$ cat config.mk
export PLATFORM = sky130hd
export DESIGN_NAME = i2c_temp_responder_flat
export DESIGN_NICKNAME = d
export VERILOG_FILES = /design/src/rtl/i2c_temp_responder_if.sv /design/src/rtl/i2c_temp_responder.sv /design/src/flat_wrapper.sv
export SDC_FILE = /design/constraint.sdc
export NUM_CORES = 1
export LEC_CHECK = 0
export CORE_MARGIN = 4
export CORE_UTILIZATION = 62
export DETAILED_ROUTE_END_ITERATION = 8
export GPL_ROUTABILITY_DRIVEN = 1
export PLACE_DENSITY = 0.87
export SYNTH_ARGS = -nofsm -noshare
export SYNTH_HDL_FRONTEND = slang
export SYNTH_SLANG_ARGS = --single-unit
$ cat constraint.sdc
create_clock -name clk -period 3.5 [get_ports clk]
set_input_delay 0.35 -clock clk [delete_from_list [all_inputs] [get_ports clk]]
set_output_delay 0.35 -clock clk [all_outputs]
set_load 0.05 [all_outputs]
$ cat src/rtl/i2c_temp_responder_if.sv
// I2C bus pins between the thermostat master and the emulated temperature sensor.
// The target only ever pulls SDA low (open-drain), so it exposes an output-enable.
interface i2c_temp_responder_if;
  logic scl;
  logic sda_in;
  logic sda_oe;

  modport master (output scl, output sda_in, input sda_oe);
  modport slave  (input scl, input sda_in, output sda_oe);
endinterface

$ cat src/rtl/i2c_temp_responder.sv
// I2C target emulating the board temperature sensor: register-pointer writes, auto-increment
// reads of a coherent temperature snapshot, config register at 0x03 and an ID register at 0x0B.
module i2c_temp_responder #(
  parameter logic [6:0]  DEV_ADDR    = 7'h4B,
  parameter logic [7:0]  ID_VALUE    = 8'hCB,
  parameter int unsigned SYNC_STAGES = 2
) (
  input  logic                  clk,
  input  logic                  reset,
  i2c_temp_responder_if.slave   bus,
  input  logic [15:0]           temp_value,
  output logic                  busy,
  output logic [7:0]            config_reg
);

  localparam int unsigned CNT_W  = 4;
  localparam int unsigned BYTE_W = 8;

  typedef enum logic [2:0] {
    S_IDLE,
    S_ADDR,
    S_ADDR_ACK,
    S_RX,
    S_RX_ACK,
    S_TX,
    S_TX_ACK,
    S_IGNORE
  } state_e;

  state_e                 state_q, state_d;
  logic [SYNC_STAGES-1:0] scl_sync_q, sda_sync_q;
  logic                   scl_prev_q, sda_prev_q;
  logic [CNT_W-1:0]       bit_cnt_q, bit_cnt_d;
  logic [BYTE_W-1:0]      shreg_q, shreg_d;
  logic [BYTE_W-1:0]      txsh_q, txsh_d;
  logic [BYTE_W-1:0]      ptr_q, ptr_d;
  logic [15:0]            shadow_q, shadow_d;
  logic [BYTE_W-1:0]      cfg_q, cfg_d;
  logic                   sda_oe_q, sda_oe_d;
  logic                   busy_q, busy_d;
  logic                   rw_q, rw_d;
  logic                   first_q, first_d;
  logic                   ack_q, ack_d;

  logic scl_s_c, sda_s_c;
  logic scl_rise_c, scl_fall_c, start_c, stop_c;

  // Synchronized levels and bus events derived from the history flop.
  assign scl_s_c    = scl_sync_q[SYNC_STAGES-1];
  assign sda_s_c    = sda_sync_q[SYNC_STAGES-1];
  assign scl_rise_c = scl_s_c & ~scl_prev_q;
  assign scl_fall_c = ~scl_s_c & scl_prev_q;
  assign start_c    = scl_s_c & scl_prev_q & sda_prev_q & ~sda_s_c;
  assign stop_c     = scl_s_c & scl_prev_q & ~sda_prev_q & sda_s_c;

  // Read-side register map.
  function automatic logic [7:0] rd_byte(input logic [7:0] ptr, input logic [15:0] shadow,
                                         input logic [7:0] cfg);
    case (ptr)
      8'h00:   rd_byte = shadow[15:8];
      8'h01:   rd_byte = shadow[7:0];
      8'h03:   rd_byte = cfg;
      8'h0B:   rd_byte = ID_VALUE;
      default: rd_byte = 8'h00;
    endcase
  endfunction

  always_ff @(posedge clk) begin
    if (!reset) begin
      scl_sync_q <= '1;
      sda_sync_q <= '1;
      scl_prev_q <= 1'b1;
      sda_prev_q <= 1'b1;
      state_q    <= S_IDLE;
      bit_cnt_q  <= '0;
      shreg_q    <= '0;
      txsh_q     <= '0;
      ptr_q      <= '0;
      shadow_q   <= '0;
      cfg_q      <= '0;
      sda_oe_q   <= 1'b0;
      busy_q     <= 1'b0;
      rw_q       <= 1'b0;
      first_q    <= 1'b0;
      ack_q      <= 1'b0;
    end else begin
      scl_sync_q <= {scl_sync_q[SYNC_STAGES-2:0], bus.scl};
      sda_sync_q <= {sda_sync_q[SYNC_STAGES-2:0], bus.sda_in};
      scl_prev_q <= scl_s_c;
      sda_prev_q <= sda_s_c;
      state_q    <= state_d;
      bit_cnt_q  <= bit_cnt_d;
      shreg_q    <= shreg_d;
      txsh_q     <= txsh_d;
      ptr_q      <= ptr_d;
      shadow_q   <= shadow_d;
      cfg_q      <= cfg_d;
      sda_oe_q   <= sda_oe_d;
      busy_q     <= busy_d;
      rw_q       <= rw_d;
      first_q    <= first_d;
      ack_q      <= ack_d;
    end
  end

  always_comb begin
    state_d   = state_q;
    bit_cnt_d = bit_cnt_q;
    shreg_d   = shreg_q;
    txsh_d    = txsh_q;
    ptr_d     = ptr_q;
    shadow_d  = shadow_q;
    cfg_d     = cfg_q;
    sda_oe_d  = sda_oe_q;
    busy_d    = busy_q;
    rw_d      = rw_q;
    first_d   = first_q;
    ack_d     = ack_q;

    if (stop_c) begin
      state_d  = S_IDLE;
      sda_oe_d = 1'b0;
      busy_d   = 1'b0;
    end else if (start_c) begin
      state_d   = S_ADDR;
      bit_cnt_d = '0;
      sda_oe_d  = 1'b0;
    end else begin
      case (state_q)
        S_IDLE: ;

        S_ADDR: begin
          if (scl_rise_c) begin
            shreg_d   = {shreg_q[6:0], sda_s_c};
            bit_cnt_d = bit_cnt_q + 4'd1;
          end else if (scl_fall_c && bit_cnt_q == 4'd8) begin
            if (shreg_q[7:1] == DEV_ADDR) begin
              state_d  = S_ADDR_ACK;
              busy_d   = 1'b1;
              sda_oe_d = 1'b1;
              rw_d     = shreg_q[0];
            end else begin
              state_d  = S_IGNORE;
              busy_d   = 1'b0;
              sda_oe_d = 1'b0;
            end
          end
        end

        S_ADDR_ACK: begin
          if (scl_fall_c) begin
            bit_cnt_d = '0;
            if (rw_q) begin
              // Snapshot once per read burst so MSB/LSB come from the same sample.
              state_d  = S_TX;
              shadow_d = temp_value;
              txsh_d   = rd_byte(ptr_q, temp_value, cfg_q);
              sda_oe_d = ~txsh_d[7];
            end else begin
              state_d  = S_RX;
              first_d  = 1'b1;
              sda_oe_d = 1'b0;
            end
          end
        end

        S_RX: begin
          if (scl_rise_c) begin
            shreg_d   = {shreg_q[6:0], sda_s_c};
            bit_cnt_d = bit_cnt_q + 4'd1;
          end else if (scl_fall_c && bit_cnt_q == 4'd8) begin
            state_d  = S_RX_ACK;
            sda_oe_d = 1'b1;
            if (first_q) begin
              ptr_d   = shreg_q;
              first_d = 1'b0;
            end else begin
              if (ptr_q == 8'h03) cfg_d = shreg_q;
              ptr_d = ptr_q + 8'd1;
            end
          end
        end

        S_RX_ACK: begin
          if (scl_fall_c) begin
            state_d   = S_RX;
            sda_oe_d  = 1'b0;
            bit_cnt_d = '0;
          end
        end

        S_TX: begin
          if (scl_rise_c) begin
            bit_cnt_d = bit_cnt_q + 4'd1;
          end else if (scl_fall_c) begin
            if (bit_cnt_q == 4'd8) begin
              state_d  = S_TX_ACK;
              sda_oe_d = 1'b0;
              ack_d    = 1'b0;
            end else begin
              txsh_d   = {txsh_q[6:0], 1'b0};
              sda_oe_d = ~txsh_q[6];
            end
          end
        end

        S_TX_ACK: begin
          if (scl_rise_c) begin
            if (sda_s_c) begin
              state_d = S_IGNORE;
              busy_d  = 1'b0;
            end else begin
              ack_d = 1'b1;
              ptr_d = ptr_q + 8'd1;
            end
          end else if (scl_fall_c && ack_q) begin
            state_d   = S_TX;
            bit_cnt_d = '0;
            txsh_d    = rd_byte(ptr_q, shadow_q, cfg_q);
            sda_oe_d  = ~txsh_d[7];
          end
        end

        S_IGNORE: sda_oe_d = 1'b0;

        default: begin
          state_d  = S_IDLE;
          sda_oe_d = 1'b0;
          busy_d   = 1'b0;
        end
      endcase
    end
  end

  assign bus.sda_oe = sda_oe_q;
  assign busy       = busy_q;
  assign config_reg = cfg_q;

endmodule
$ cat src/flat_wrapper.sv
// flat-port wrapper written by rule: the top's interface ports become plain ports
module i2c_temp_responder_flat 
#(
  parameter logic [6:0]  DEV_ADDR    = 7'h4B,
  parameter logic [7:0]  ID_VALUE    = 8'hCB,
  parameter int unsigned SYNC_STAGES = 2
)
  (clk, reset, temp_value, busy, config_reg, bus_scl, bus_sda_in, bus_sda_oe);
  i2c_temp_responder_if bus_i ();
  input  logic clk;
  input  logic reset;
  input  logic [15:0] temp_value;
  output logic busy;
  output logic [7:0] config_reg;
  input wire logic [$bits(bus_i.scl)-1:0] bus_scl;
  input wire logic [$bits(bus_i.sda_in)-1:0] bus_sda_in;
  output wire logic [$bits(bus_i.sda_oe)-1:0] bus_sda_oe;
  assign bus_i.scl = bus_scl;
  assign bus_i.sda_in = bus_sda_in;
  assign bus_sda_oe = bus_i.sda_oe;
  i2c_temp_responder #(.DEV_ADDR(DEV_ADDR), .ID_VALUE(ID_VALUE), .SYNC_STAGES(SYNC_STAGES)) u_core (.clk(clk), .reset(reset), .bus(bus_i), .temp_value(temp_value), .busy(busy), .config_reg(config_reg));
endmodule
# Word level (Yosys, flattened, before mapping)
# Index checks and enable logic that the tools add are counted.
# word_totals
register_bits	65
in_bits	20
# classes
n_eq_ne	46
n_mux	76
reduce_logical	30
n_bitwise	19
addsub	2
# op_table
op	n
8-bit 2-to-1 mux	15
8-bit one-hot mux with 4 select lines	2
7-bit 2-to-1 mux	7
3-bit 2-to-1 mux	14
3-bit by 1-bit inequality test with 1-bit output, second input constant	10
1-bit 2-to-1 mux	25
12-bit AND reduction	2
7-bit one-hot mux with 3 select lines	1
7-bit AND reduction	3
4-bit 2-to-1 mux	5
2-bit by 1-bit inequality test with 1-bit output, second input constant	10
3-bit one-hot mux with 6 select lines	1
6-bit AND reduction	3
8-bit one-hot mux with 2 select lines	1
2-bit inequality test, second input constant	7
7-bit nonzero test	2
3-bit == test, second input constant	4
3-bit inequality test, second input constant	4
1-bit NOT	12
4-bit one-hot mux with 3 select lines	1
11-bit AND reduction	1
10-bit AND reduction	1
8-bit by 1-bit adder with 8-bit output, second input constant	1
8-bit by 1-bit == test with 1-bit output, second input constant	1
24 further kinds	40

# Depth between registers and ports, before layout
# depth
ltp_word	12
ltp_mapped	10
ltp_nobuf	8

# Worst setup path before layout
# OpenSTA, ideal clock, no wires.
# synth_path
path_kind	reg-to-reg
startpoint	register u_core.bit_cnt_q[0]
endpoint	register u_core.ptr_q[0]
t_required_ns	3.384
setup_time_ns	0.116
t_arrival_ns	1.819
slack_ns	1.564
stages_incl_launch_ff	11
path_cell_list	dfxtp_1 > inv_1 > ha_1 > and3b_1 > clkbuf_1 > nand3_1 > nor2_1 > o21ai_1 > buf_2 > nor2_1 > o211a_1
# synth_via
elab_chain_len	4
# synth_rtl
item	line_no	source
start: declaration	i2c_temp_responder.sv:33	logic [CNT_W-1:0] bit_cnt_q, bit_cnt_d;
start signal: assignment	i2c_temp_responder.sv:92	bit_cnt_q <= bit_cnt_d;
4-bit == test	i2c_temp_responder.sv:171	end else if (scl_fall_c && bit_cnt_q == 4'd8) begin
1-bit logical AND	i2c_temp_responder.sv:171	
2-bit by 1-bit inequality test with 1-bit output (no source line)	-	
7-bit AND reduction (no source line)	-	
end signal: assignment	i2c_temp_responder.sv:95	ptr_q <= ptr_d;
end: declaration	i2c_temp_responder.sv:36	logic [BYTE_W-1:0] ptr_q, ptr_d;
# Every way passes these cells.
# A chain may end at the register's enable or synchronous reset.

# Worst setup path in the final report
# layout_path
startpoint	register u_core.state_q[0]
endpoint	register u_core.ptr_q[4]
# layout_via
elab_chain_len	3
# layout_rtl
item	line_no	source
start: declaration	i2c_temp_responder.sv:30	state_e state_q, state_d;
start signal: assignment	i2c_temp_responder.sv:91	state_q <= state_d;
3-bit == test or 3-bit by 2-bit == test with 1-bit output (tied branches)	i2c_temp_responder.sv:129	case (state_q)
2-bit inequality test (no source line), or another cell as far along	-	
7-bit AND reduction (no source line)	-	
# Parallel ways exist; a longest one is shown, timed or not.

==> metrics <==
count of final max-slew check failures 0; die outline width approximately 82 um; clock network power share between 30% and 40%; crit end category register; setup repair after global routing missed its margin no; largest net degree at the start of global routing 28; DRC marker count from the first detailed-route iteration roughly 450; placeable core region ~5200 um^2; global-route wire length before repair between 10000 and 15000 um; Die Area roughly 6800 um^2; crit-path leading delay family simple AND/OR/NAND/NOR gates; Worst Clk Skew 9.234 ps; worst skew pair latency 340 ps; Syn Nets approximately 470; fraction of the cycle the final worst path needs a little over two thirds; Power, Total between 1.5 and 2 mW; timing-limited maximum frequency a little over 400 MHz; Boundary Pins 30; total routing usage reported by global routing around 28%; async set or reset register ratio after synthesis 0%; critical path class reg2reg; estimated wirelength of the detail-placed design roughly 6000 um; internal portion of total power between 1 and 1.5 mW; part of the Yosys area used for sequential elements between 30% and 40%; most frequent CP cell sky130_fd_sc_hd__a21oi_1; crit path cell chain and3b_1, nor2b_1, a21oi_1, or2_2, a21oi_1; static leakage power roughly 1.3 nW; total number of vias 3312; Antenna Diode Count 0; area leader, netlist sky130_fd_sc_hd__dfxtp_1; clock tree from TritonCTS yes; HP Class reg2reg; Hold Buf Count CTS 0; clock buffer depth 2; Chip Height a little over 80 um; cell area after layout between 3000 and 4000 um^2; synthesized area roughly 3400 um^2; number of antenna-violating nets in the routed design 0; starting utilization of the core area 65.55%; number of global-route vias before repair slightly below 3000; number of enable flip-flop cells after synthesis 0; final sum of negative setup slack 0 ps; Final Net Count around 480; Switching Fraction ~29%; net switching component of the power between 0.4 and 0.5 mW; worst-path cell with the longest stage delay sky130_fd_sc_hd__dfxtp_1; Largest register FFs 16; final hold violation count 0; fraction of layout cells with a size suffix above 1 slightly below 7%; Yosys warning total 0; combinational group share of total power between 10% and 20%; via count normalized by instance count 6.333; PostCTS Resize Cnt 0; predominant post-synthesis flop cell sky130_fd_sc_hd__dfxtp_1; Seq cells post-synth 65; number of clock buffers inserted by TritonCTS 9; count of TritonRoute iterations in the first routing pass 6; fraction of post-synthesis cell area in the top cell type by area ~38%; IR Drop Worst-Case VDD roughly 400 uV; master cell of the clock root buffer sky130_fd_sc_hd__clkbuf_8; Layout Area Growth over Synthesis 12.54%; number of max-cap violations 0; mean instance size in the synthesized netlist ~8 um^2; Unique masters post-synth 58; Cell Area, Placed 3695 um^2; post-CTS clock slew at the launch and capture registers of the worst setup and hold paths 70 ps; data arrival time at the worst-slack endpoint about 2700 ps; power density relative to cell area 418.9 nW/um^2; largest cells by area after synthesis sky130_fd_sc_hd__dfxtp_1 38%, sky130_fd_sc_hd__nand2_1 7.9%, sky130_fd_sc_hd__a21oi_1 6.1%; element type at the critical path start register; total number of clock tree sinks 65; crit-path max cell delay 800 ps; buffers plus inverters on the worst setup path 0; post-detailed-route wirelength per cell between 15 and 20 um; Final GP Congestion 0.9698; Setup Buffers After CTS 0; number of H-tree levels 3; Worst Path Max Fanout 27; standard-cell row count 26; run status finished, final reports clean; fraction of power consumed by sequential logic around half; Post-Route WL 8582 um; initial antenna violation count 0; Rel. slew slack about a third; slew at the pin with the worst max-slew slack approximately 1000 ps; number of cells produced by synthesis approximately 440; number of input and output port buffers inserted 29; largest register by flop count u_core.shadow_q; final count of negative-setup-slack endpoints 0; global route total overflow 0; required arrival time at the worst endpoint 3770 ps; post-route DRC violation count 0; Tmin final between 2000 and 2500 ps
-- final cells by class --
type	instances	area, um^2
fillers	423	1374
clock inverters	3	17.52
flip-flops and latches	65	1301
inverters	8	30.03
multi-input cells	335	1971
well taps	70	87.58
clock buffers	11	151.4
repair buffers	31	305.3
-- cells in the final DEF, fill, tap and decap left out, types with 4 or more instances in the layout --
master / count
sky130_fd_sc_hd__a222oi_1: 6
sky130_fd_sc_hd__ha_1: 5
sky130_fd_sc_hd__clkbuf_8: 11
sky130_fd_sc_hd__mux2i_1: 10
sky130_fd_sc_hd__a311oi_1: 4
sky130_fd_sc_hd__nand3_1: 13
sky130_fd_sc_hd__nand2_1: 72
sky130_fd_sc_hd__a22oi_1: 11
sky130_fd_sc_hd__clkdlybuf4s50_1: 29
sky130_fd_sc_hd__nand4b_1: 4
sky130_fd_sc_hd__nor2_1: 39
sky130_fd_sc_hd__a31oi_1: 9
sky130_fd_sc_hd__nor2b_1: 6
sky130_fd_sc_hd__o21ai_0: 29
sky130_fd_sc_hd__a21oi_1: 42
sky130_fd_sc_hd__and2_1: 8
sky130_fd_sc_hd__and3_1: 6
sky130_fd_sc_hd__dfxtp_1: 65
sky130_fd_sc_hd__nand2b_1: 14
sky130_fd_sc_hd__inv_1: 7
-- synth_stat cells, types with 2 or more instances --
cell                       number
sky130_fd_sc_hd__o22ai_1        3
sky130_fd_sc_hd__nand4b_1       4
sky130_fd_sc_hd__and2_1         8
sky130_fd_sc_hd__or2_2          3
sky130_fd_sc_hd__a211o_1        2
sky130_fd_sc_hd__a32oi_1        3
sky130_fd_sc_hd__o21ai_1        2
sky130_fd_sc_hd__nand2_1       72
sky130_fd_sc_hd__mux2i_1       10
sky130_fd_sc_hd__nor2_1        39
sky130_fd_sc_hd__nand3_1       13
sky130_fd_sc_hd__ha_1           5
sky130_fd_sc_hd__clkbuf_1      25
sky130_fd_sc_hd__nor3_1         3
sky130_fd_sc_hd__a21oi_1       42
sky130_fd_sc_hd__nand3_2        2
sky130_fd_sc_hd__a21boi_0       2
sky130_fd_sc_hd__o32ai_1        2
sky130_fd_sc_hd__inv_1          7
sky130_fd_sc_hd__a22oi_1       11
sky130_fd_sc_hd__buf_1          2
sky130_fd_sc_hd__o211ai_1       2
sky130_fd_sc_hd__and3_1         6
sky130_fd_sc_hd__and3b_1        2
sky130_fd_sc_hd__a222oi_1       6
sky130_fd_sc_hd__dfxtp_1       65
sky130_fd_sc_hd__a31oi_1        9
sky130_fd_sc_hd__nor2b_1        6
sky130_fd_sc_hd__a311oi_1       4
sky130_fd_sc_hd__buf_2          5
sky130_fd_sc_hd__a211oi_1       3
sky130_fd_sc_hd__nor3b_1        2
sky130_fd_sc_hd__o221a_2        3
sky130_fd_sc_hd__o22a_1         3
sky130_fd_sc_hd__nand2b_1      14
sky130_fd_sc_hd__o21ai_0       29
-- metrics by stage --
step	cells	hold WS (ps)	util, %	setup slack [ps]
6_report	523	417.1	73.77	1055
5_1_grt	523	450.1	73.77	870.0
4_1_cts	523	418.8	73.77	1110
3_5_place_dp	509	403.6	70.54	1113
3_3_place_gp	509	389.2	70.54	1207
2_1_floorplan	441	386.3	-	1564
-- cell families after synthesis --
logic type	after synthesis	synth area share, %
and+or+nand+nor	184	26.68
AOI/OAI and AO/OA	135	25.73
DFF	65	37.90
buffers and inverters	41	4.701
muxes	10	2.916
adders and majority gates	5	1.822
xor gates and xnor gates	1	0.2551
-- power groups by stage --
stage	Clock, mW	Sequential (mW)	Combinational, mW
2_1_floorplan	0	0.784	0.212
3_3_place_gp	0	0.829	0.227
3_5_place_dp	0	0.829	0.229
4_1_cts	0.569	0.813	0.231
5_1_grt	0.612	0.822	0.257
6_report	0.567	0.816	0.235
-- path summary, 6_finish.rpt --
path	startpoint	end	slack (ps)	cells past startpoint
worst max-delay path	u_core.state_q[0]	u_core.ptr_q[4]	1050	5
worst min-delay path	u_core.sda_sync_q[0]	u_core.sda_sync_q[1]	420	1
worst min register to register	u_core.sda_sync_q[0]	u_core.sda_sync_q[1]	420	1
worst max register to register	u_core.state_q[0]	u_core.ptr_q[4]	1050	5
-- layer usage --
| metal | part of all wire [%] | GRT usage, % | wire, um |
|---|---|---|---|
| met5 | 0 | 0 | 0 |
| met4 | 1.3 | 8.140 | 114 |
| met3 | 9.4 | 6.725 | 810 |
| met2 | 45 | 43.11 | 3878 |
| met1 | 44 | 37.47 | 3778 |
Power figures use the tool's default switching activity.
